File: src/rtl/bird_motion_fsm.sv
// bird_motion_fsm
// Per-frame bird sequencer: DRAW -> ERASE -> UPD_POS -> UPD_VY, preceded by a
// one-cycle mode state (START / RISE / FALL), with S_STOP as the game-over hold.
// Integrates vertical position and velocity with flap impulse, gravity,
// terminal velocity and ceiling/ground clamping.
//
// Build option: define BIRD_FLAP_EDGE_EN to qualify press_key on its 0->1 edge
// only. Without it press_key qualifies on level, so a held key re-flaps every
// frame and also restarts from S_STOP.
//
//  state     | meaning
//  ----------+---------------------------------------------------------------
//  S_START   | idle mode, bird parked at Y_START until the first flap
//  S_RISE    | mode marker: bird moving up (vy < 0)
//  S_FALL    | mode marker: bird level or moving down (vy >= 0)
//  S_STOP    | game over, position frozen until a qualifying press
//  S_DRAW    | draw_en held for DRAW_CYCLES cycles
//  S_ERASE   | single-cycle erase strobe
//  S_UPD_POS | bird_y += vy with ceiling/ground clamp
//  S_UPD_VY  | flap impulse or gravity, choose next mode

module bird_motion_fsm #(
    parameter int Y_W         = 7,
    parameter int VY_W        = 5,
    parameter int DRAW_CYCLES = 128,
    parameter int Y_START     = 60,
    parameter int Y_TOP       = 0,
    parameter int Y_BOTTOM    = 112,
    parameter int FLAP_VY     = -4,
    parameter int GRAVITY     = 1,
    parameter int VY_MAX      = 6
) (
    input  logic                   clk,
    input  logic                   reset,
    input  logic                   press_key,
    input  logic                   touched,
    output logic [3:0]             state,
    output logic [Y_W-1:0]         bird_y,
    output logic signed [VY_W-1:0] vy,
    output logic                   draw_en,
    output logic                   erase_en,
    output logic                   game_over
);

    typedef enum logic [3:0] {
        S_START   = 4'd0,
        S_RISE    = 4'd1,
        S_FALL    = 4'd2,
        S_STOP    = 4'd3,
        S_DRAW    = 4'd4,
        S_ERASE   = 4'd5,
        S_UPD_POS = 4'd6,
        S_UPD_VY  = 4'd7
    } state_t;

    localparam int CNT_W = (DRAW_CYCLES > 1) ? $clog2(DRAW_CYCLES) : 1;
    localparam int S_W   = Y_W + 2;
    localparam int V1_W  = VY_W + 1;

    localparam logic [CNT_W-1:0]       CNT_LAST = CNT_W'(DRAW_CYCLES - 1);
    localparam logic signed [S_W-1:0]  Y_TOP_S  = S_W'(Y_TOP);
    localparam logic signed [S_W-1:0]  Y_BOT_S  = S_W'(Y_BOTTOM);
    localparam logic signed [V1_W-1:0] GRAV_S   = V1_W'(GRAVITY);
    localparam logic signed [V1_W-1:0] VMAX_S   = V1_W'(VY_MAX);

    state_t                 state_q, state_d;
    state_t                 mode_q, mode_d;
    logic [Y_W-1:0]         bird_y_q, bird_y_d;
    logic signed [VY_W-1:0] vy_q, vy_d;
    logic [CNT_W-1:0]       cnt_q, cnt_d;
    logic                   flap_q, flap_d;
    logic                   hit_q, hit_d;
    logic                   press_qual;

    logic signed [S_W-1:0]  sum;
    logic signed [V1_W-1:0] vy_inc;
    logic signed [VY_W-1:0] vy_sat;

`ifdef BIRD_FLAP_EDGE_EN
    logic press_prev_q;

    // One-cycle copy of the key so only a rising edge counts as a press
    always_ff @(posedge clk or posedge reset) begin
        if (reset) press_prev_q <= 1'b0;
        else       press_prev_q <= press_key;
    end

    assign press_qual = press_key & ~press_prev_q;
`else
    assign press_qual = press_key;
`endif

    // Position sum is widened by two bits so both overshoot directions stay visible
    assign sum    = $signed({2'b00, bird_y_q}) + $signed({{(S_W-VY_W){vy_q[VY_W-1]}}, vy_q});
    // Gravity step computed one bit wider so it saturates instead of wrapping
    assign vy_inc = $signed({vy_q[VY_W-1], vy_q}) + GRAV_S;
    assign vy_sat = (vy_inc > VMAX_S) ? VY_W'(VY_MAX) : vy_inc[VY_W-1:0];

    // State, mode, kinematics, draw counter and latch registers
    always_ff @(posedge clk or posedge reset) begin
        if (reset) begin
            state_q  <= S_START;
            mode_q   <= S_START;
            bird_y_q <= Y_W'(Y_START);
            vy_q     <= '0;
            cnt_q    <= '0;
            flap_q   <= 1'b0;
            hit_q    <= 1'b0;
        end else begin
            state_q  <= state_d;
            mode_q   <= mode_d;
            bird_y_q <= bird_y_d;
            vy_q     <= vy_d;
            cnt_q    <= cnt_d;
            flap_q   <= flap_d;
            hit_q    <= hit_d;
        end
    end

    // Next-state, datapath update and latch set/clear
    always_comb begin
        state_d  = state_q;
        mode_d   = mode_q;
        bird_y_d = bird_y_q;
        vy_d     = vy_q;
        cnt_d    = cnt_q;
        flap_d   = flap_q | press_qual;
        hit_d    = hit_q | (touched && (state_q != S_START) && (state_q != S_STOP));

        unique case (state_q)
            S_START, S_RISE, S_FALL: begin
                mode_d  = state_q;
                state_d = S_DRAW;
            end
            S_DRAW: begin
                if (cnt_q == CNT_LAST) begin
                    cnt_d   = '0;
                    state_d = S_ERASE;
                end else begin
                    cnt_d = cnt_q + CNT_W'(1);
                end
            end
            S_ERASE: begin
                state_d = S_UPD_POS;
            end
            S_UPD_POS: begin
                if (mode_q != S_START) begin
                    if (sum < Y_TOP_S) begin
                        bird_y_d = Y_W'(Y_TOP);
                        vy_d     = '0;
                    end else if (sum >= Y_BOT_S) begin
                        bird_y_d = Y_W'(Y_BOTTOM);
                        hit_d    = 1'b1;
                    end else begin
                        bird_y_d = sum[Y_W-1:0];
                    end
                end
                state_d = S_UPD_VY;
            end
            S_UPD_VY: begin
                if (flap_q)                 vy_d = VY_W'(FLAP_VY);
                else if (mode_q != S_START) vy_d = vy_sat;

                if (hit_q)                                state_d = S_STOP;
                else if ((mode_q == S_START) && !flap_q) state_d = S_START;
                else if (vy_d[VY_W-1])                    state_d = S_RISE;
                else                                      state_d = S_FALL;

                // A press landing on the clear cycle still registers
                flap_d = press_qual;
            end
            S_STOP: begin
                if (press_qual) begin
                    bird_y_d = Y_W'(Y_START);
                    vy_d     = '0;
                    flap_d   = 1'b0;
                    hit_d    = 1'b0;
                    state_d  = S_START;
                end
            end
            default: begin
                state_d = S_START;
            end
        endcase
    end

    assign state     = state_q;
    assign bird_y    = bird_y_q;
    assign vy        = vy_q;
    assign draw_en   = (state_q == S_DRAW);
    assign erase_en  = (state_q == S_ERASE);
    assign game_over = (state_q == S_STOP);

endmodule

File: config.mk
export PLATFORM = sky130hd
export DESIGN_NAME = bird_motion_fsm
export DESIGN_NICKNAME = d
export VERILOG_FILES = /design/src/rtl/bird_motion_fsm.sv
export SDC_FILE = /design/constraint.sdc
export NUM_CORES = 1
export LEC_CHECK = 0
export CAP_MARGIN = 25
export CORE_ASPECT_RATIO = 1.4
export CORE_MARGIN = 10
export CORE_UTILIZATION = 40
export CTS_CLUSTER_SIZE = 14
export DETAILED_ROUTE_END_ITERATION = 7
export PLACE_DENSITY_LB_ADDON = 0.05
export SYNTH_ARGS = -nofsm -noshare
export SYNTH_HDL_FRONTEND = slang
export SYNTH_SLANG_ARGS = --single-unit
File: constraint.sdc
create_clock -name clk -period 3.9 [get_ports clk]
set_input_delay 0.78 -clock clk [delete_from_list [all_inputs] [get_ports clk]]
set_output_delay 0.78 -clock clk [all_outputs]
set_load 0.03 [all_outputs]
==> results.sh, run 1 <==
export IMPL_cts_buffers_inserted=3
export IMPL_die_height_um=100
export IMPL_cts_tree="built"
export IMPL_grt_pass1_wl_um=7310
export IMPL_fin_util_pct=48.2
export IMPL_yosys_warnings=0
export IMPL_place_area_um2=2090
export IMPL_track_usage_pct=11.2
export IMPL_cp_start_kind="register"
export IMPL_period_share_pct=73.0
export IMPL_regToRegEndpoint="vy[0]"
export IMPL_tightest_slew_ns=0.642
export IMPL_comb_power_share_pct=63.2
export IMPL_clkLatencyLatePin_ns=0.27
export IMPL_r2r_start="vy[0]"
export IMPL_first_pass_iters=4
export IMPL_vias=1571
export IMPL_ys_async_sr_fraction_pct=100
export IMPL_avgSynthCellArea_um2=9.12
export IMPL_min_delay_path_depth=1
export IMPL_drtIter0Drc=27
export IMPL_port_buffer_count=21
export IMPL_leakagePower_uw=0.000891
export IMPL_netlist_area_um2=1850
export IMPL_overflow=0
export IMPL_fin_setup_tns_ns=0
export IMPL_crit_path_end_kind="output port"
export IMPL_path_cells="nor2b_1 -> and2_1 -> clkdlybuf4s50_1"
export IMPL_clock_sinks=27
export IMPL_post_synth_top_count_cell="dfrtp_1"
export IMPL_required_ns=3.12
export IMPL_grt_max_degree=28
export IMPL_ys_types=58
export IMPL_row_count=29
export IMPL_die_area_um2=7790
export IMPL_gp_congestion=0.853
export IMPL_max_cap_viol_count=0
export IMPL_timing_slew_headroom_pct=56.8
export IMPL_p_switching_uw=1040
export IMPL_powerDensity_nw_per_um2=956
export IMPL_synth_top_area_cell="dfrtp_1"
export IMPL_rsz0062_at_grt="false"
export IMPL_clk_pin_slew_ns=0.09
export IMPL_final_cells=281
export IMPL_hold_buffers=0
export IMPL_clock_path_buffers=2
export IMPL_status="completed"
export IMPL_drive_gt1_share_pct=8.68
export IMPL_grt_pass1_vias=1566
export IMPL_crit_family="buffers and inverters"
export IMPL_antenna_found_initial=0
export IMPL_syn_instance_count=203
export IMPL_clkPwrFrac_pct=7.6
export IMPL_via_per_inst=5.59
export IMPL_ys_seq_area_share_pct=36.8
export IMPL_synth_main_ff_cell="dfrtp_1"
export IMPL_hold_path_end="cnt_q[0]"
export IMPL_start_util_pct=41.1
export IMPL_crit_fanout=14
export IMPL_place_hpwl_um=3310
export IMPL_n_fill_cell=470
export IMPL_syn_nets=219
export IMPL_ys_ff_latch=27
export IMPL_seqPwrFrac_pct=29.2
export IMPL_synthTopCellsByCount="dfrtp_1 (23), nor2_1 (19), o21ai_0 (14), a21oi_1 (12), ha_1 (11)"
export IMPL_fin_nets=236
export IMPL_cts_resized=0
export IMPL_final_max_slew_viol_count=0
export IMPL_area_delta_synth_final_pct=17.2
export IMPL_drt_wirelength_per_cell_um=15.4
export IMPL_cts_htree_levels=1
export IMPL_p_int_uw=1030
export IMPL_routed_wl_um=4330
export IMPL_design_area_um2=2170
export IMPL_criticalPathCategory="reg -> out"
export IMPL_fmax_ghz=0.351
export IMPL_die_w_um=77.5
export IMPL_setup_viol=0
export IMPL_diodes=0
export IMPL_rrSetupSlack_ns=1.14
export IMPL_worstPathArrival_ns=2.07
export IMPL_drcViolationCount=0
export IMPL_synth_top_cell_area_share_pct=31.1
export IMPL_cp_slowest_cell="clkdlybuf4s50_1"
export IMPL_switching_share_pct=50.2
export IMPL_ant_nets=0
export IMPL_post_cts_buffers=0
export IMPL_peakVddDrop_v=0.000351
export IMPL_fin_ws_ns=1.05
export IMPL_dp_cells=276
export IMPL_synth_edf_count=0
export IMPL_slowest_delay_ns=0.72
export IMPL_dp_worst_setup_slack_ns=1.16
export IMPL_hold_viol=0
export IMPL_hp_start="cnt_q[0]"
export IMPL_design_core_area_um2=4500
export IMPL_crit_buf_inv=1
export IMPL_io_pin_count=23
export IMPL_skew_ns=0.00415
export IMPL_fin_crit_ns=2.85
export IMPL_reg2reg_depth=8
export IMPL_synth_top_cells_by_area="dfrtp_1 (31%), ha_1 (7.4%), dfstp_2 (5.7%)"
export IMPL_min_path_type="reg -> reg"
export IMPL_root_buffer="clkbuf_8"
registers in the layout (all words and copies together), names as in the netlist:
signal  flops
bird_y      7
cnt_q       7
vy          5
mode_q      3
state       3
flap_q      1
hit_q       1
cells by family (layout without fill, tap and decap cells):
kind of cell,Yosys count,in the layout,synth area share (%)
buffers and inverters,17,33,3.79
adders and majority gates,12,12,8.52
AOI/OAI and AO/OA,62,62,24.7
muxes,2,2,1.15
other,1,1,0.203
xor gates and xnor gates,9,9,4.26
DFF,27,27,36.8
and+or+nand+nor,73,73,20.6
metal layers:
metal	global-route usage [%]	part of all wire, %	vias to the layer above
met1	12.7	42	744
met2	19.8	51	32
met5	0	0	-
li1	-	-	788
met4	3.94	1.5	0
met3	3.04	5.5	7
area by class of cell:
class                           instances  area, um2  area share, %
Inverter                                7       26.3           1.21
Timing Repair Buffer                   22        238           11.0
Multi-Input combinational cell        159       1100           50.7
Tap cell                               62       77.6           3.58
Clock buffer                            3       41.3           1.90
Clock inverter                          1       5.00          0.231
Sequential cell                        27        681           31.4
worst max path at each step:
stage | startpoint | endpoint | slack (ns) | depth (start not counted)
6_report | state[2] | draw_en | 1.05 | 3
5_1_grt | state[2] | draw_en | 0.87 | 3
4_1_cts | state[2] | draw_en | 1.02 | 3
3_5_place_dp | vy[0] | vy[0] | 1.16 | 8
3_3_place_gp | vy[0] | vy[1] | 1.23 | 8
2_1_floorplan | vy[0] | vy[0] | 1.20 | 8
power groups by stage:
stage,Sequential [uW],Combinational [uW],Clock (uW)
final,605,1310,157
after CTS,604,1310,166
after global placement,602,1290,0
after global routing,634,1440,177
after floorplan,650,897,0
after detailed placement,609,1300,0
worst register-to-register path, delay by kind of cell (launching register included):
| kind | cells | cell delay [ns] |
|---|---|---|
| fa+ha+maj | 2 | 0.73 |
| compound gates | 4 | 1.11 |
| simple gates | 2 | 0.32 |
| flops | 1 | 0.50 |
layout by cell type, fill, tap and decap left out, types with 5 or more instances in the layout:
cell type,Yosys,final
ha_1,11,11
nand2_1,8,8
nand4_1,5,5
nor2_1,19,19
xnor2_1,6,6
o21ai_0,14,14
nand3_1,6,6
inv_1,7,7
dfrtp_1,23,23
a21oi_1,12,12
clkdlybuf4s50_1,0,21
nor3_1,10,10
through the flow:
| stage | power, uW | hold slack (ns) |
|---|---|---|
| 2_1_floorplan | 1550 | 0.478 |
| 3_3_place_gp | 1890 | 0.492 |
| 3_5_place_dp | 1910 | 0.498 |
| 4_1_cts | 2080 | 0.514 |
| 5_1_grt | 2250 | 0.543 |
| 6_report | 2070 | 0.507 |
(Power assumes the default switching activity.)
==> inputs of run 2 (changes only) <==
Clock period 3.9 ns to 2.7 ns, I/O delays scaled along.
==> run 2 against run 1 <==
  * Non-clock buffer count is 9 higher
  * Critical path type is now reg -> reg
  * Worst hold slack better by 0.0065 ns
  * Critical endpoint is now vy[1]
  * Critical path depth is 5 higher
  * Combinational power is 58% higher
  * Worst setup slack worse by 0.92 ns
  * Total power is 49% higher
  * Cell count is 3.2% higher
==> results.sh, run 2 (synthesis gave the netlist of run 1 again) <==
export IMPL_drcViolationCount=0
export IMPL_routed_wl_um=4360
export IMPL_crit_fanout=4
export IMPL_via_per_inst=5.51
export IMPL_required_ns=2.87
export IMPL_period_share_pct=95.1
export IMPL_regToRegEndpoint="vy[1]"
export IMPL_area_delta_synth_final_pct=19.9
export IMPL_rrSetupSlack_ns=0.13
export IMPL_grtUsageMet2_pct=20.3
export IMPL_min_path_type="reg -> reg"
export IMPL_final_common_cell="dfrtp_1"
export IMPL_diodes=0
export IMPL_io_pin_count=23
export IMPL_clkPwrFrac_pct=7.6
export IMPL_clk_pin_slew_ns=0.10
export IMPL_max_cap_viol_count=0
export IMPL_reg2reg_depth=8
export IMPL_design_core_area_um2=4500
export IMPL_grt_busiest_layer="met2"
export IMPL_vias=1597
export IMPL_slowest_delay_ns=0.45
export IMPL_track_usage_pct=11.1
export IMPL_drt_wirelength_per_cell_um=15.0
export IMPL_start_util_pct=41.1
export IMPL_root_buffer="clkbuf_8"
export IMPL_tightest_slew_ns=0.607
export IMPL_skew_ns=0.00809
export IMPL_place_area_um2=2170
export IMPL_cp_slowest_cell="fa_1"
export IMPL_die_area_um2=7790
export IMPL_timing_slew_headroom_pct=59.2
export IMPL_crit_family="compound AO/OA/AOI/OAI gates"
export IMPL_seqPwrFrac_pct=25.3
export IMPL_fin_util_pct=49.3
export IMPL_fin_nets=245
export IMPL_design_area_um2=2220
export IMPL_layout_common_cells="dfrtp_1 (23), clkdlybuf4s50_1 (20), nor2_1 (19)"
export IMPL_cts_buffers_inserted=3
export IMPL_switching_share_pct=49.2
export IMPL_clkLatencyLatePin_ns=0.28
export IMPL_setup_viol=0
export IMPL_post_cts_buffers=0
export IMPL_grt_max_degree=28
export IMPL_hp_start="cnt_q[0]"
export IMPL_p_switching_uw=1520
export IMPL_path_cells="ha_1 -> fa_1 -> a211oi_4 -> o2111a_1 -> nor3_2 -> o311a_4 -> or2_1 -> a21o_1"
export IMPL_power_total_uw=3080
export IMPL_peakVddDrop_v=0.000667
export IMPL_first_pass_iters=4
export IMPL_antenna_found_initial=0
export IMPL_overflow=0
export IMPL_hold_path_end="cnt_q[0]"
export IMPL_gp_congestion=0.838
export IMPL_rsz0062_at_grt="false"
export IMPL_die_w_um=77.5
export IMPL_clock_path_buffers=2
export IMPL_final_max_slew_viol_count=0
export IMPL_r2r_start="bird_y[0]"
export IMPL_n_fill_cell=463
export IMPL_comb_power_share_pct=67.1
export IMPL_grt_pass1_vias=1639
export IMPL_drive_gt1_share_pct=12.3
export IMPL_min_delay_path_depth=1
export IMPL_drtIter0Drc=56
export IMPL_cts_htree_levels=1
export IMPL_crit_buf_inv=0
export IMPL_status="completed"
export IMPL_worstPathArrival_ns=2.74
export IMPL_grtUsageMet1_pct=12.1
export IMPL_cp_start_kind="register"
export IMPL_place_hpwl_um=3410
export IMPL_powerDensity_nw_per_um2=1390
export IMPL_crit_path_end_kind="register"
export IMPL_criticalPathCategory="reg -> reg"
export IMPL_cts_tree="built"
export IMPL_port_buffer_count=21
export IMPL_ant_nets=0
export IMPL_clock_sinks=27
export IMPL_row_count=29
export IMPL_grt_use_met3_pct=3.04
export IMPL_grt_pass1_wl_um=7320
export IMPL_hold_viol=0
export IMPL_fin_setup_tns_ns=0
export IMPL_leakagePower_uw=0.000943
export IMPL_p_int_uw=1570
export IMPL_fin_crit_ns=2.57
export IMPL_fmax_ghz=0.390
export IMPL_die_height_um=100
-- run 2: layout make-up --
class / instances / area [um2] / area share [%]
multi-input combinational: 159 / 1100 / 49.6
sequential: 27 / 681 / 30.7
timing repair buffer: 31 / 288 / 13.0
tap: 62 / 77.6 / 3.50
clock buffer: 3 / 41.3 / 1.86
inverter: 7 / 26.3 / 1.18
clock inverter: 1 / 5.00 / 0.226
-- run 2: how the worst max path moves through the flow --
stage | startpoint | to | cells after the start
2_1_floorplan | vy[0] | vy[0] | 8
3_3_place_gp | bird_y[0] | vy[0] | 8
3_5_place_dp | bird_y[0] | vy[1] | 8
4_1_cts | state[1] | draw_en | 3
5_1_grt | bird_y[0] | vy[0] | 8
6_report | bird_y[0] | vy[1] | 8
-- run 2: metrics by stage --
stage                     hold slack [ns]  setup slack (ns)  cells
after global placement              0.493             0.173    286
after detailed placement            0.498             0.139    286
after floorplan                     0.478           0.00198    203
after global routing                0.543            0.0177    290
after CTS                           0.515             0.122    290
final                               0.514             0.133    290
-- run 2: what timing repair did --
action | CTS | global route
gates resized for setup | 0 | 1
endpoints found under the setup margin | 0 | 1
hold buffers | 0 | 0
-- run 2: layer usage --
metal / vias up / share of wire [%]
met5: - / 0
met2: 27 / 50
met1: 760 / 44
met4: 0 / 1.2
met3: 4 / 4.7
li1: 806 / -
-- run 2: power groups by stage --
stage	logic (uW)	registers (uW)	clock network, uW
after global placement	2060	776	0
after global routing	2290	812	255
final	2070	779	235
after CTS	2090	779	243
after detailed placement	2070	787	0
after floorplan	1300	938	0
==> inputs of run 3 (changes only) <==
Settings changed: CELL_PAD_IN_SITES_DETAIL_PLACEMENT set to 2, CELL_PAD_IN_SITES_GLOBAL_PLACEMENT set to 2, CORE_UTILIZATION 40 to 34.
==> run 3 against run 2 <==
  * Design area grew 0.23%
  * Worst setup slack gained 0.0088 ns
  * Wire length grew 29%
  * Critical path type unchanged
  * Largest cell class unchanged
==> results.sh, run 3 (synthesis gave the netlist of run 1 again) <==
export IMPL_max_cap_viol_count=0
export IMPL_clk_pin_slew_ns=0.09
export IMPL_criticalPathCategory="reg -> reg"
export IMPL_fin_setup_tns_ns=0
export IMPL_min_path_type="reg -> reg"
export IMPL_area_delta_synth_final_pct=20.1
export IMPL_final_common_cell="dfrtp_1"
export IMPL_final_max_slew_viol_count=0
export IMPL_clock_path_buffers=2
export IMPL_grt_max_degree=28
export IMPL_diodes=0
export IMPL_drive_gt1_share_pct=12.7
export IMPL_tightest_slew_ns=0.803
export IMPL_leakagePower_uw=0.000921
export IMPL_die_w_um=82.4
export IMPL_overflow=0
export IMPL_routed_wl_um=5640
export IMPL_routed_wl_met2_um=3030
export IMPL_fin_util_pct=42.5
export IMPL_track_usage_pct=13.4
export IMPL_drtIter0Drc=62
export IMPL_fin_ws_ns=0.142
export IMPL_cts_buffers_inserted=3
export IMPL_powerDensity_nw_per_um2=1450
export IMPL_die_height_um=107
export IMPL_root_buffer="clkbuf_8"
export IMPL_gp_congestion=0.806
export IMPL_cts_tree="built"
export IMPL_reg2reg_depth=8
export IMPL_grt_pass1_vias=1886
export IMPL_period_share_pct=94.7
export IMPL_fmax_ghz=0.391
export IMPL_drt_met1_wl_um=2270
export IMPL_start_util_pct=35.3
export IMPL_place_area_um2=2170
export IMPL_drt_wirelength_per_cell_um=19.2
export IMPL_layout_common_cells="dfrtp_1 (22), clkdlybuf4s50_1 (21), nor2_1 (19)"
export IMPL_status="completed"
export IMPL_via_per_inst=5.78
export IMPL_final_cells=294
export IMPL_ant_nets=0
export IMPL_wl_met3_um=222
export IMPL_clock_sinks=27
export IMPL_cp_start_kind="register"
export IMPL_port_buffer_count=21
export IMPL_cts_htree_levels=1
export IMPL_grt_pass1_wl_um=9450
export IMPL_antenna_found_initial=0
export IMPL_io_pin_count=23
export IMPL_design_core_area_um2=5240
export IMPL_crit_path_end_kind="register"
export IMPL_first_pass_iters=4
export IMPL_vias=1700
export IMPL_timing_slew_headroom_pct=46.1
export IMPL_peakVddDrop_v=0.000531
export IMPL_drcViolationCount=0
export IMPL_hold_viol=0
export IMPL_dp_cells=289
export IMPL_clkLatencyLatePin_ns=0.28
export IMPL_fin_crit_ns=2.56
export IMPL_min_delay_path_depth=1
export IMPL_rsz0062_at_grt="false"
export IMPL_setup_viol=0
export IMPL_dp_worst_setup_slack_ns=0.106
export IMPL_design_area_um2=2220
export IMPL_place_hpwl_um=4430
export IMPL_worstPathArrival_ns=2.73
export IMPL_fin_nets=245
export IMPL_required_ns=2.87
export IMPL_dr_max_layer_used="met4"
export IMPL_skew_ns=0.00659
export IMPL_crit_fanout=4
export IMPL_die_area_um2=8840
export IMPL_row_count=31
[run 3: changes by cell type in the layout (fill, tap and decap cells not counted)]
cell | previous run | this run
dfrtp_2 | 0 | 1
fa_2 | 0 | 1
fa_1 | 1 | 0
clkinv_2 | 1 | 0
dfrtp_1 | 23 | 22
clkdlybuf4s50_1 | 20 | 21
clkbuf_1 | 0 | 1
dlymetal6s2s_1 | 1 | 0
[run 3: power breakdown]
part / internal [uW] / switching, uW
logic: 878 / 1320
clock network: 106 / 134
registers: 597 / 192
[run 3: final timing paths]
| path | start | end | slack, ns |
|---|---|---|---|
| max in group asynchronous | reset | bird_y[3] | 1.69 |
| worst min register to register | cnt_q[2] | cnt_q[2] | 0.52 |
| worst max-delay path | bird_y[0] | vy[0] | 0.14 |
| worst min-delay path | cnt_q[2] | cnt_q[2] | 0.52 |
| min in group asynchronous | reset | cnt_q[4] | 0.69 |
| worst max register to register | bird_y[0] | vy[0] | 0.14 |
[run 3: cell type report]
cell class,instances,area (um2)
Fill cell,596,3010
Timing Repair Buffer,31,285
Clock buffer,4,45.0
Tap cell,66,82.6
Sequential cell,27,682
Inverter,7,26.3
Multi-Input combinational cell,159,1100
[run 3: routing by layer]
layer | track usage, % | vias up
li1 | - | 799
met1 | 15.0 | 866
met2 | 24.0 | 25
met3 | 2.93 | 10
met4 | 3.78 | 0
met5 | 0 | -
[run 3: timing repair]
action | 4_1_cts | 5_1_grt
gates resized for setup | 0 | 2
buffers inserted | 0 | 1
hold buffers | 0 | 0
endpoints found under the setup margin | 0 | 2
[run 3: per-stage QoR]
step	total power (uW)	hold slack (ns)
finish	3220	0.523
global route	3510	0.539
CTS	3250	0.525
detailed placement	2980	0.510
global placement	2860	0.492
floorplan	2230	0.478
[run 3: worst max-delay path, stage by stage, from the launching register on]
cell and delay (ns):
dfrtp_1 0.41, ha_1 0.25, fa_2 0.39, a211oi_4 0.31, o2111a_1 0.25, nor3_2 0.06, o311a_4 0.37, or2_1 0.23
a21o_1 0.18
